[config.mk]
export PLATFORM = sky130hd
export DESIGN_NAME = fsm_seq_ctrl
export DESIGN_NICKNAME = d
export VERILOG_FILES = /design/src/rtl/fsm_seq_ctrl_pkg.sv /design/src/rtl/fsm_seq_ctrl_phase_timer.sv /design/src/rtl/fsm_seq_ctrl.sv
export SDC_FILE = /design/constraint.sdc
export NUM_CORES = 1
export LEC_CHECK = 0
export ABC_AREA = 1
export ABC_CLOCK_PERIOD_IN_PS = 2500
export CORE_MARGIN = 2
export CORE_UTILIZATION = 40
export CTS_CLUSTER_SIZE = 30
export DETAILED_ROUTE_END_ITERATION = 6
export SYNTH_ARGS = -nofsm -noshare
export SYNTH_HDL_FRONTEND = slang
export SYNTH_HIERARCHICAL = 1
export SYNTH_SLANG_ARGS = --single-unit
[constraint.sdc]
create_clock -name Clock -period 2.5 [get_ports Clock]
set_input_delay 0.25 -clock Clock [delete_from_list [all_inputs] [get_ports Clock]]
set_output_delay 0.25 -clock Clock [all_outputs]
set_load 0.02 [all_outputs]
[src/rtl/fsm_seq_ctrl_pkg.sv]
// fsm_pkg: types shared by the sequencer and the benches that sit around it.
//   phase_e     - controller phase encodings (IDLE, PH1..PH4)
//   fsm_state_e - state codes of the attached Idle/Start/Stop/Clear FSM,
//                 kept here so monitors decode them the same way everywhere
package fsm_pkg;

  typedef enum logic [2:0] {
    PH_IDLE = 3'd0,
    PH_1    = 3'd1,
    PH_2    = 3'd2,
    PH_3    = 3'd3,
    PH_4    = 3'd4
  } phase_e;

  typedef enum logic [1:0] {
    FSM_IDLE  = 2'b00,
    FSM_START = 2'b01,
    FSM_STOP  = 2'b10,
    FSM_CLEAR = 2'b11
  } fsm_state_e;

endpackage

[src/rtl/fsm_seq_ctrl_phase_timer.sv]
// phase_timer: loadable down-counter timing one sequencer phase.
//   Clock, Reset - clock and async active-low reset
//   load         - reload the counter with load_val (phase length minus one)
//   load_val     - first count of the phase
//   expire       - high in the last cycle of the phase (count has reached 0)
module phase_timer #(
  parameter int HOLD_W = 8
) (
  input  logic          Clock,
  input  logic          Reset,
  input  logic          load,
  input  logic [HOLD_W:0] load_val,
  output logic          expire
);

  logic [HOLD_W:0] cnt;

  always_ff @(posedge Clock or negedge Reset) begin
    if (!Reset) begin
      cnt <= '0;
    end else if (load) begin
      cnt <= load_val;
    end else if (cnt != '0) begin
      cnt <= cnt - 1'b1;
    end
  end

  assign expire = (cnt == '0);

endmodule

[src/rtl/fsm_seq_ctrl.sv]
// fsm_seq_ctrl: drives A of the Idle/Start/Stop/Clear FSM through N full
// rounds and checks the K2/K1 pulses it returns.
//   Clock, Reset      - clock and async active-low reset
//   start             - launch request, ignored while busy
//   hold_cycles       - extra cycles per phase (phase length = hold + 2)
//   num_rounds        - rounds to run; 0 just pulses done
//   K2, K1            - FSM responses, expected in PH3 and PH4 respectively
//   A                 - registered drive to FSM A
//   busy, done, err   - run in progress, one-cycle completion, sticky error
//   rounds_done       - rounds completed without error
//
// state   | meaning
// PH_IDLE | waiting for start, A=0
// PH_1    | A=1, FSM Idle->Start
// PH_2    | A=0, FSM Start->Stop
// PH_3    | A=1, FSM Stop->Clear, K2 expected
// PH_4    | A=0, FSM Clear->Idle, K1 expected
module fsm_seq_ctrl
  import fsm_pkg::*;
#(
  parameter int HOLD_W = 8,
  parameter int CNT_W  = 8
) (
  input  logic              Clock,
  input  logic              Reset,
  input  logic              start,
  input  logic [HOLD_W-1:0] hold_cycles,
  input  logic [CNT_W-1:0]  num_rounds,
  input  logic              K2,
  input  logic              K1,
  output logic              A,
  output logic              busy,
  output logic              done,
  output logic              err,
  output logic [CNT_W-1:0]  rounds_done
);

  localparam logic [HOLD_W:0] ONE_T = (HOLD_W+1)'(1);
  localparam logic [CNT_W-1:0] ONE_R = CNT_W'(1);

  phase_e            phase;
  logic [HOLD_W-1:0] h_lat;
  logic [CNT_W-1:0]  n_lat;
  logic              k2_seen, k1_seen;
  logic              expire, t_load;
  logic [HOLD_W:0]   t_val;
  logic              misplaced, missing, abort, last_round;

  // While idle the timer keeps tracking the live hold input so it already
  // holds L-1 on the edge that accepts start.
  assign t_load = (phase == PH_IDLE) || expire;
  assign t_val  = ((phase == PH_IDLE) ? {1'b0, hold_cycles} : {1'b0, h_lat}) + ONE_T;

  phase_timer #(.HOLD_W(HOLD_W)) u_timer (
    .Clock    (Clock),
    .Reset    (Reset),
    .load     (t_load),
    .load_val (t_val),
    .expire   (expire)
  );

  always_comb begin
    misplaced  = (K1 && (phase == PH_1 || phase == PH_2 || phase == PH_3)) ||
                 (K2 && (phase == PH_1 || phase == PH_2 || phase == PH_4));
    // The pulse sampled on the exit edge itself still counts.
    missing    = expire && ((phase == PH_3 && !(k2_seen || K2)) ||
                            (phase == PH_4 && !(k1_seen || K1)));
    abort      = misplaced || missing;
    last_round = ((rounds_done + ONE_R) == n_lat);
  end

  always_ff @(posedge Clock or negedge Reset) begin
    if (!Reset) begin
      phase       <= PH_IDLE;
      A           <= 1'b0;
      busy        <= 1'b0;
      done        <= 1'b0;
      err         <= 1'b0;
      rounds_done <= '0;
      h_lat       <= '0;
      n_lat       <= '0;
      k2_seen     <= 1'b0;
      k1_seen     <= 1'b0;
    end else begin
      done <= 1'b0;
      if (phase == PH_IDLE) begin
        if (start) begin
          h_lat       <= hold_cycles;
          n_lat       <= num_rounds;
          err         <= 1'b0;
          rounds_done <= '0;
          k2_seen     <= 1'b0;
          k1_seen     <= 1'b0;
          if (num_rounds == '0) begin
            done <= 1'b1;
          end else begin
            phase <= PH_1;
            A     <= 1'b1;
            busy  <= 1'b1;
          end
        end
      end else if (abort) begin
        phase <= PH_IDLE;
        A     <= 1'b0;
        busy  <= 1'b0;
        done  <= 1'b1;
        err   <= 1'b1;
      end else if (expire) begin
        k2_seen <= 1'b0;
        k1_seen <= 1'b0;
        case (phase)
          PH_1: begin phase <= PH_2; A <= 1'b0; end
          PH_2: begin phase <= PH_3; A <= 1'b1; end
          PH_3: begin phase <= PH_4; A <= 1'b0; end
          PH_4: begin
            rounds_done <= rounds_done + ONE_R;
            if (last_round) begin
              phase <= PH_IDLE;
              A     <= 1'b0;
              busy  <= 1'b0;
              done  <= 1'b1;
            end else begin
              phase <= PH_1;
              A     <= 1'b1;
            end
          end
          default: begin phase <= PH_IDLE; A <= 1'b0; busy <= 1'b0; end
        endcase
      end else begin
        if (phase == PH_3 && K2) k2_seen <= 1'b1;
        if (phase == PH_4 && K1) k1_seen <= 1'b1;
      end
    end
  end

endmodule

Yosys cells after proc, flatten, opt, wreduce, memory -nomap -nowiden
Cells that the tools add are included.
W data, S select, Z words.
{"block": "totals", "reg_bits": 42, "latchBits": 0, "ramBits": 0, "mem_bits_ro": 0, "inputBits": 21, "output_inout_bits": 12, "wordCells": 106, "memories": 0}
{"block": "op_classes", "addsub": 3, "n_mul": 0, "div": 0, "order_cmp": 0, "n_eq_ne": 10, "shift": 0, "muxes": 45, "n_bitwise": 0, "n_reduce_logical": 37}
{"cell": "$mux W8", "count": 6}
{"cell": "$mux W1", "count": 29}
{"cell": "$mux W9", "count": 2}
{"cell": "$mux W3", "count": 5}
{"cell": "$pmux W3 S4", "count": 1}
{"cell": "$add A8 B1 Y9 const B", "count": 1}
{"cell": "$logic_not A9 Y1", "count": 1}
{"cell": "$logic_or A1 B1 Y1", "count": 9}
{"cell": "$reduce_and A3 Y1", "count": 3}
{"cell": "$reduce_bool A3 Y1", "count": 3}
{"cell": "$reduce_bool A9 Y1", "count": 1}
{"cell": "$sub A9 B1 Y9 const B", "count": 1}
{"cell": "$add A8 B1 Y8 const B", "count": 1}
{"cell": "$eq A8 B8 Y1", "count": 1}
{"cell": "$logic_not A8 Y1", "count": 1}
{"cell": "$reduce_bool A2 Y1", "count": 4}
{"cell": "$logic_and A1 B1 Y1", "count": 7}
{"cell": "$eq A3 B2 Y1 const B", "count": 2}
{"cell": "$reduce_and A5 Y1", "count": 1}
{"cell": "$ne A2 B2 Y1 const B", "count": 2}
{"cell": "$ne A4 B4 Y1 const B", "count": 1}
{"cell": "$pmux W1 S2", "count": 2}
{"cell": "$reduce_and A2 Y1", "count": 2}
{"cell": "$reduce_and A4 Y1", "count": 1}
{"cell": "7 further kinds", "count": 8}

Logic depth before layout (Yosys ltp)
Gate-level depths: netlist of the first run.
{"block": "logic_depth", "word_depth": 8, "depth_mapped": 14, "depth_no_buf": 14}

Modules after synthesis
Netlist of the first run, hierarchy kept.
{"module": "fsm_seq_ctrl", "instances": 1, "cells_each": 275, "area_per_inst_um2": 2085.8, "seq_area_each_um2": 825.8}
{"module": "phase_timer", "instances": 1, "cells_each": 90, "area_per_inst_um2": 608.1, "seq_area_each_um2": 225.2}

Least setup slack after synthesis of the first run
Ideal clock, no wire load.
{"block": "synth_timing", "path_type": "register -> register", "startpoint": "register phase[0]", "endpoint": "register u_timer.cnt[6]", "setup_time_ns": 0.114, "t_arrival_ns": 1.978, "required_ns": 2.386, "path_slack_ns": 0.408, "stages_incl_launch_ff": 15, "n_path_buf": 0, "period_less_slack_ns": 2.092, "cell_sequence": "dfrtp_1 nor2_4 nand2_2 inv_1 or2_2 o21ai_2 inv_1 ha_1 nand3_1 nor2_1 nand2_1 xor2_1 or2_2 nand2_1 nor2_1"}
{"block": "synth_via", "elab_chain_len": 4, "word_cells_on_any_way": 6, "cone_classes": "add/sub (1); mux (2); reduce/logical (3)"}
{"element": "from (decl)", "line_no": "fsm_seq_ctrl.sv:41", "text": "phase_e phase;"}
{"element": "from (signal assigned)", "line_no": "fsm_seq_ctrl.sv:74", "text": "phase <= PH_IDLE;"}
{"element": "from (signal assigned)", "line_no": "fsm_seq_ctrl.sv:97", "text": "phase <= PH_1;"}
{"element": "from (signal assigned)", "line_no": "fsm_seq_ctrl.sv:103", "text": "phase <= PH_IDLE;"}
{"element": "$logic_not A3 Y1", "line_no": "fsm_seq_ctrl.sv:52", "text": "assign t_val = ((phase == PH_IDLE) ? {1'b0, hold_cycles} : {1'b0, h_lat}) + ONE_T;"}
{"element": "$mux W8", "line_no": "fsm_seq_ctrl.sv:52"}
{"element": "$add A8 B1 Y9", "line_no": "fsm_seq_ctrl.sv:52"}
{"element": "via t_val[6]", "line_no": "fsm_seq_ctrl.sv:46", "text": "logic [HOLD_W:0] t_val;"}
{"element": "$mux W9", "line_no": "fsm_seq_ctrl_phase_timer.sv:21", "text": "end else if (load) begin"}
{"element": "to (signal assigned)", "line_no": "fsm_seq_ctrl_phase_timer.sv:22", "text": "cnt <= load_val;"}
{"element": "to (signal assigned)", "line_no": "fsm_seq_ctrl_phase_timer.sv:24", "text": "cnt <= cnt - 1'b1;"}
{"element": "to (decl)", "line_no": "fsm_seq_ctrl_phase_timer.sv:16", "text": "logic [HOLD_W:0] cnt;"}
The timed path passes the listed nets, and every way through them passes these cells.
A chain may end at the register's enable or synchronous reset.

Worst setup path after layout of the first run
Same ends and word-level chain as after synthesis.

==> results_dict.tcl, run 1 <==
set metrics [dict create \
    synth_area_per_cell_um2 7.38 \
    hp-class "in2async" \
    post_synth_fa_ha_maj_area_fraction_pct 1.39 \
    static-leakage-power_nw 1.53 \
    drc 0 \
    post_synth_and_or_nand_nor_area_fraction_pct 36.3 \
    synth.yosys.seq_area_share_pct 39.0 \
    setup.worst_path.start "phase[0]" \
    drt_wl_total_um 5740 \
    worstSetupStartpointType "flop" \
    worst_ep_arrival_time_ns 2.45 \
    critical_path_class "reg2reg" \
    worst_clock_skew_ns 0.0108 \
    floorplan.rows 29 \
    yosys-top-cells-area "sky130_fd_sc_hd__dfrtp_1, sky130_fd_sc_hd__nand2_1, sky130_fd_sc_hd__nand3_1" \
    synth_enable_flop_cells 0 \
    multi_input_area_um2 1410 \
    worst_r2r_endpoint "u_timer/cnt[6]" \
    vdd.ir_drop.worst_mv 0.532 \
    yosysTopAreaCell "sky130_fd_sc_hd__dfrtp_1" \
    worst_setup_path_endpoint "u_timer/cnt[6]" \
    whs_ns 0.101 \
    critical-path-max-stage-delay_ns 0.44 \
    synth-compound-area-share_pct 11.4 \
    grt_pass1_wl_um 10200 \
    mappedNetlistNets 389 \
    clock_insertion_delay_worst_skew_ns 0.30 \
    antenna_diode_instance_count 0 \
    critical_path_peak_fanout 9 \
    postSynthCellCount 365 \
    grt_remaining_overflow 0 \
    timing_worst_slew_pin_value_ns 0.964 \
    yosysTopAreaCellShare_pct 39.0 \
    clockRootBuffer "sky130_fd_sc_hd__clkbuf_8" \
    number_of_global_route_vias_before_repair 2217 \
    setup_repair_after_global_routing_missed_its_margin "no" \
    power.density_nw_per_um2 1200 \
    clk_path_buf_depth 2 \
    post_detail_place_hpwl_um 4360 \
    place_congestion 0.789 \
    dominantRegCellSynth "sky130_fd_sc_hd__dfrtp_1" \
    placeableCoreArea_um2 6420 \
    io_pins 33 \
    antenna_found_initial 0 \
    finish.instance_area_um2 3190 \
    ys_warn_count 6 \
    report.power.total_mw 3.82 \
    worst_path_slowest_cell "sky130_fd_sc_hd__dfrtp_1" \
    final_nets 426 \
    count_of_max_cap_constraint_violations 0 \
    postPlaceCellArea_um2 3090 \
    critPathCaptureType "flop" \
    post_drt_wl_per_cell_um 12.0 \
    seq_area_um2 1050 \
    drt_iter0_markers 76 \
    h-tree-depth 2 \
    yosysUniqueCellTypes 36 \
    synth.area.mux_share_pct 0.372 \
    floorplan.die.height_um 86.1 \
    synthArstFlopShare_pct 100 \
    startpoint_of_the_worst_slack_reg_to_reg_timing_path "phase[0]" \
    netlist_area_um2 2690 \
    r2r_slack_ns 0.24 \
    post_route_cells_drive_above_1_share_pct 14.4 \
    combinational_family_with_the_most_area_after_synthesis "simple AND/OR/NAND/NOR gates" \
    postCtsResizedCells 0 \
    pin_count_of_the_biggest_net_entering_global_routing 43 \
    final_period_minus_worst_setup_slack_ns 2.26 \
    cts-hold-fix-buffers 0 \
    timing.final.crit_share_pct 90.2 \
    initial_core_util_pct 41.9 \
    filler_cell_count 656 \
    die_x_um 86.1 \
    tritoncts "yes" \
    worstPathRequired_ns 2.69 \
    cts_setup_buffers 0 \
    synth_xor_area_share_pct 2.93 \
    avgViaCountPerCell 4.85 \
    antenna_left 0 \
    buffer_ports.inserted 32 \
    die_area_um2 7410 \
    gr-usage-all-layers_pct 17.3 \
    clkSlewWorstSetupHoldPaths_ns 0.09 \
    run_status "completed" \
    path_cells "nor2_4 > nand2_2 > inv_1 > or2_2 > o21ai_2 > inv_1 > ha_1 > nand3_1 > nor2_1 > nand2_1 > xor2_1 > or2_2 > nand2_1 > nor2_1" \
    layout_commonest_cell "sky130_fd_sc_hd__nand2_1" \
    ff2ff_path_depth 14 \
    cts_buffers 5 \
    finalSetupTns_ns 0 \
    layout_setup_ws_ns 0.245 \
    fmaxAchievable_ghz 0.443 \
    syn2layout_area_growth_pct 18.6 \
    dr.pass1.iters 4 \
    slew_headroom_pct 35.7 \
    synth.ff_latch_count 42 \
    setup_violations 0 \
    drv_slew 0 \
    clkSinkCount 42 \
    place_worst_setup_slack_ns 0.257 \
    vias 2327 \
    timing.final.hold_violations 0 \
    commonest_cells_after_routing_fill_and_taps_aside "sky130_fd_sc_hd__nand2_1, sky130_fd_sc_hd__dfrtp_1, sky130_fd_sc_hd__inv_1" \
]
==> Yosys cell counts (2+ instances only) <==
library cell and instances:
sky130_fd_sc_hd__nor2_4 5, sky130_fd_sc_hd__nor2_2 3, sky130_fd_sc_hd__xor2_1 5, sky130_fd_sc_hd__clkbuf_1 3
sky130_fd_sc_hd__xnor2_1 4, sky130_fd_sc_hd__nor2_1 25, sky130_fd_sc_hd__inv_2 6, sky130_fd_sc_hd__ha_1 3
sky130_fd_sc_hd__nand2_1 113, sky130_fd_sc_hd__nor3_1 2, sky130_fd_sc_hd__nand2_2 7, sky130_fd_sc_hd__dfrtp_1 42
sky130_fd_sc_hd__inv_1 42, sky130_fd_sc_hd__nand3_4 2, sky130_fd_sc_hd__nand4_1 4, sky130_fd_sc_hd__o21ai_2 11
sky130_fd_sc_hd__a21oi_1 4, sky130_fd_sc_hd__nand3_1 37, sky130_fd_sc_hd__o21ai_1 2, sky130_fd_sc_hd__or2_2 4
sky130_fd_sc_hd__o21ai_0 25, sky130_fd_sc_hd__nand3_2 2
==> layer usage <==
layer  track usage, %  wire [µm]  vias up  share of wire [%]
met4             4.76         59        0                1.0
met2             29.4       2770       44                 48
met3             3.56        229        4                4.0
met5                0          0        -                  0
met1             22.2       2680     1045                 47
li1                 -          -     1234                  -
==> final cells by class <==
cell class                 count  share of cell area (%)
multi-input combinational    269                    44.2
sequential                    42                    32.9
timing repair buffer          36                    10.8
inverter                      48                    5.64
tap                           77                    3.02
clock buffer                   5                    2.15
clock inverter                 3                    1.25
==> through the flow <==
step	utilization [%]	cells
2_1_floorplan	-	365
3_3_place_gp	48.0	472
3_5_place_dp	48.0	472
4_1_cts	49.7	480
5_1_grt	49.7	480
6_report	49.7	480
==> worst min-delay path by stage <==
stage	slack [ns]	to	depth (start not counted)
detailed placement	0.45	h_lat[4]	2
global placement	0.45	h_lat[4]	2
CTS	0.14	A	1
floorplan	-0.05	A	0
global route	0.18	rounds_done[6]	1
finish	0.10	busy	1
==> critical path, delay by kind of cell, from the launching register on <==
kind,cells,cell delay (ns)
flops,1,0.44
compound gates,1,0.11
buf+inv,2,0.14
xor+xnor,1,0.06
simple gates,9,1.16
fa+ha+maj,1,0.22
==> power by group <==
group	leakage (nW)	switching [mW]	internal, mW
logic	0.937	1.31	0.800
registers	0.534	0.205	0.967
clock network	0.0579	0.246	0.294
total	1.53	1.76	2.06
==> registers in the layout, summed over array words and instances (netlist names) <==
name         count
k1_seen          1
done             1
busy             1
u_timer/cnt      9
A                1
k2_seen          1
rounds_done      8
phase            3
err              1
n_lat            8
h_lat            8
==> cell families (layout without fill, tap and decap cells) <==
family,Yosys count,in the layout
flops,42,42
fa+ha+maj,3,3
buf+inv,54,92
xor+xnor,9,9
mux,1,1
compound gates,47,47
simple gates,209,209
No activity file was read; power rests on OpenSTA's default activity.
==> run 2: changes to the inputs <==
--- a/config.mk
+++ b/config.mk
@@ -5,13 +5,15 @@
 export SDC_FILE = /design/constraint.sdc
 export NUM_CORES = 1
 export LEC_CHECK = 0
-export ABC_AREA = 1
+export ABC_AREA = 0
 export ABC_CLOCK_PERIOD_IN_PS = 2500
+export CELL_PAD_IN_SITES_DETAIL_PLACEMENT = 0
+export CELL_PAD_IN_SITES_GLOBAL_PLACEMENT = 1
 export CORE_MARGIN = 2
 export CORE_UTILIZATION = 40
 export CTS_CLUSTER_SIZE = 30
 export DETAILED_ROUTE_END_ITERATION = 6
+export PLACE_DENSITY_LB_ADDON = 0.1
 export SYNTH_ARGS = -nofsm -noshare
 export SYNTH_HDL_FRONTEND = slang
-export SYNTH_HIERARCHICAL = 1
 export SYNTH_SLANG_ARGS = --single-unit
==> run 2 against run 1 <==
Compared with the run above:
- total power rose by 9.7%
- synthesized cell count fell by 25%
- critical path depth fell by 8
- register-to-register slack improved by 0.05 ns
- sequential power rose by 19%
- sequential share of layout area fell by 0.98 points
- highest routed layer unchanged
- flip-flop and latch count did not move
- largest power group unchanged
- global-route usage rose by 0.70 points
- area after synthesis rose by 2.3%
- first-iteration DRC count rose by 24%
==> results_dict.tcl, run 2 <==
set metrics [dict create \
    swShare_pct 42.0 \
    final_core_utilization_pct 49.0 \
    synth_area_per_cell_um2 10.0 \
    avgViaCountPerCell 5.56 \
    worst_r2r_endpoint "busy" \
    h-tree-depth 2 \
    largest_register_ff_count 9 \
    yosysUniqueCellTypes 64 \
    clk_path_buf_depth 2 \
    yosysTopAreaCellShare_pct 38.1 \
    run_status "completed" \
    place_congestion 0.749 \
    critical_path_peak_fanout 5 \
    critPathCaptureType "flop" \
    clock_insertion_delay_worst_skew_ns 0.30 \
    syn2layout_area_growth_pct 19.5 \
    p_sw_mw 1.76 \
    grt_remaining_overflow 0 \
    pwr-share-seq_pct 33.3 \
    grt_pass1_wl_um 10700 \
    timing.final.hold_violations 0 \
    timing_worst_slew_pin_value_ns 0.980 \
    postCtsResizedCells 0 \
    share_comb_of_total_power_pct 50.6 \
    yosysTopAreaCell "sky130_fd_sc_hd__dfrtp_1" \
    count_of_max_cap_constraint_violations 0 \
    registers.top_by_ff_count "u_timer.cnt" \
    vias 2168 \
    post_route_cells_drive_above_1_share_pct 17.4 \
    antenna_found_initial 0 \
    slew_headroom_pct 34.7 \
    vdd.ir_drop.worst_mv 0.564 \
    synthArstFlopShare_pct 100 \
    ff2ff_path_depth 6 \
    cts-hold-fix-buffers 0 \
    cts_buffers 5 \
    io_pins 33 \
    initial_core_util_pct 41.0 \
    setup_violations 0 \
    mappedNetlistNets 300 \
    die_x_um 87.0 \
    hp-class "in2async" \
    startpoint_of_the_worst_slack_reg_to_reg_timing_path "rounds_done[1]" \
    layout_commonest_cell "sky130_fd_sc_hd__dfrtp_1" \
    number_of_global_route_vias_before_repair 2074 \
    floorplan.rows 30 \
    yosysMostFrequentCell "sky130_fd_sc_hd__dfrtp_1" \
    finalSetupTns_ns 0 \
    pin_count_of_the_biggest_net_entering_global_routing 43 \
    synth_enable_flop_cells 0 \
    placeableCoreArea_um2 6720 \
    postSynthCellCount 275 \
    ys_warn_count 0 \
    timing.final.crit_share_pct 88.1 \
    critical_path_class "reg2reg" \
    r2r_slack_ns 0.30 \
    synth.ff_latch_count 42 \
    netlist_area_um2 2760 \
    clockPowerShare_pct 16.2 \
    drv_slew 0 \
    post_drt_wl_per_cell_um 16.3 \
    gr-usage-all-layers_pct 18.0 \
    antenna_diode_instance_count 0 \
    synth_top_cells_by_count "sky130_fd_sc_hd__dfrtp_1, sky130_fd_sc_hd__nand2_1, sky130_fd_sc_hd__mux2_2, sky130_fd_sc_hd__nand3_1, sky130_fd_sc_hd__nor2_1" \
    antenna_left 0 \
    cts_setup_buffers 0 \
    drc 0 \
    synth.yosys.seq_area_share_pct 38.1 \
    final_period_minus_worst_setup_slack_ns 2.20 \
    tritoncts "yes" \
    layoutNonFillerInstCount 390 \
    worstPathRequired_ns 2.67 \
    cell_internal_pwr_mw 2.43 \
    dr.pass1.iters 4 \
    drt_iter0_markers 94 \
    clkSinkCount 42 \
    commonest_cells_after_routing_fill_and_taps_aside "sky130_fd_sc_hd__dfrtp_1, sky130_fd_sc_hd__nand2_1, sky130_fd_sc_hd__clkdlybuf4s50_1" \
    worst_ep_arrival_time_ns 2.37 \
    dp_cells 382 \
    worstSetupStartpointType "flop" \
    clockRootBuffer "sky130_fd_sc_hd__clkbuf_8" \
    yosys-top-cells-area "sky130_fd_sc_hd__dfrtp_1, sky130_fd_sc_hd__mux2_2, sky130_fd_sc_hd__nand2_1" \
    power.density_nw_per_um2 1270 \
    static-leakage-power_nw 1.37 \
    clkSlewWorstSetupHoldPaths_ns 0.09 \
    fmaxAchievable_ghz 0.454 \
    die_area_um2 7570 \
    drt_wl_total_um 6350 \
    final_nets 334 \
    floorplan.die.height_um 87.0 \
    dominantRegCellSynth "sky130_fd_sc_hd__dfrtp_1" \
    setup_repair_after_global_routing_missed_its_margin "no" \
    buffer_ports.inserted 32 \
    post_detail_place_hpwl_um 4620 \
    worst_clock_skew_ns 0.0114 \
]
## run 2: cell count changes after synthesis, moves of 7 or more
cell                      previous run  this run
sky130_fd_sc_hd__nand2_1           113        31
sky130_fd_sc_hd__inv_1              42        10
sky130_fd_sc_hd__nand3_1            37        14
sky130_fd_sc_hd__mux2_2              0        16
sky130_fd_sc_hd__o21ai_0            25        11
sky130_fd_sc_hd__nor2_1             25        12
sky130_fd_sc_hd__o21ai_2            11         0
sky130_fd_sc_hd__a21o_1              0         7
sky130_fd_sc_hd__nand2_2             7         0
## run 2: layer usage
| metal | wire (µm) | track usage [%] |
|---|---|---|
| met5 | 0 | 0 |
| met4 | 68 | 4.69 |
| met1 | 3240 | 27.4 |
| met3 | 253 | 2.56 |
| met2 | 2780 | 26.4 |
## run 2: worst max-delay path by stage
stage                              start              to  slack [ns]  depth (start not counted)
after global routing      rounds_done[1]               A        0.06                          6
after global placement                K2  rounds_done[2]        0.27                          6
after CTS                 rounds_done[1]            busy        0.29                          6
final                     rounds_done[1]            busy        0.30                          6
after floorplan           rounds_done[0]            busy        0.44                          6
after detailed placement   num_rounds[1]        phase[1]        0.26                          6
## run 2: area by class of cell
| cell class | instances | area [µm²] |
|---|---|---|
| clock inverter | 2 | 60.1 |
| sequential | 42 | 1050 |
| timing repair buffer | 41 | 383 |
| clock buffer | 6 | 82.6 |
| multi-input combinational | 209 | 1580 |
| tap | 80 | 100 |
| fill | 670 | 3430 |
| inverter | 10 | 37.5 |
## run 2: power groups by stage
stage	registers, mW	clock network (mW)	logic, mW
CTS	1.39	0.700	2.14
global placement	1.41	0	2.11
finish	1.39	0.678	2.12
global route	1.46	0.727	2.35
detailed placement	1.41	0	2.13
floorplan	1.34	0	1.60
## run 2: metrics by stage
step	instance area (µm²)	total power, mW	hold slack, ns	worst slack, ns
2_1_floorplan	2760	2.95	-0.0456	0.444
3_3_place_gp	3150	3.52	0.474	0.274
3_5_place_dp	3150	3.54	0.483	0.258
4_1_cts	3290	4.23	0.152	0.294
5_1_grt	3290	4.54	0.189	0.0569
6_report	3290	4.19	0.0952	0.296
## run 2: worst max-delay path, cell delays in order (launching register included)
cell and delay, ns:
sky130_fd_sc_hd__dfrtp_1 0.45, sky130_fd_sc_hd__ha_1 0.31, sky130_fd_sc_hd__and3_1 0.25, sky130_fd_sc_hd__nand3_1 0.16, sky130_fd_sc_hd__a311o_1 0.42, sky130_fd_sc_hd__nor4_4 0.33
sky130_fd_sc_hd__o211ai_1 0.14
## run 2: logic make-up after synthesis
kind of cell	Yosys count	share of synthesized area, %
xor gates and xnor gates	18	6.27
DFF	42	38.1
muxes	24	9.90
adders and majority gates	5	2.18
and+or+nand+nor	98	19.8
buffers and inverters	24	4.77
AOI/OAI and AO/OA	64	19.0
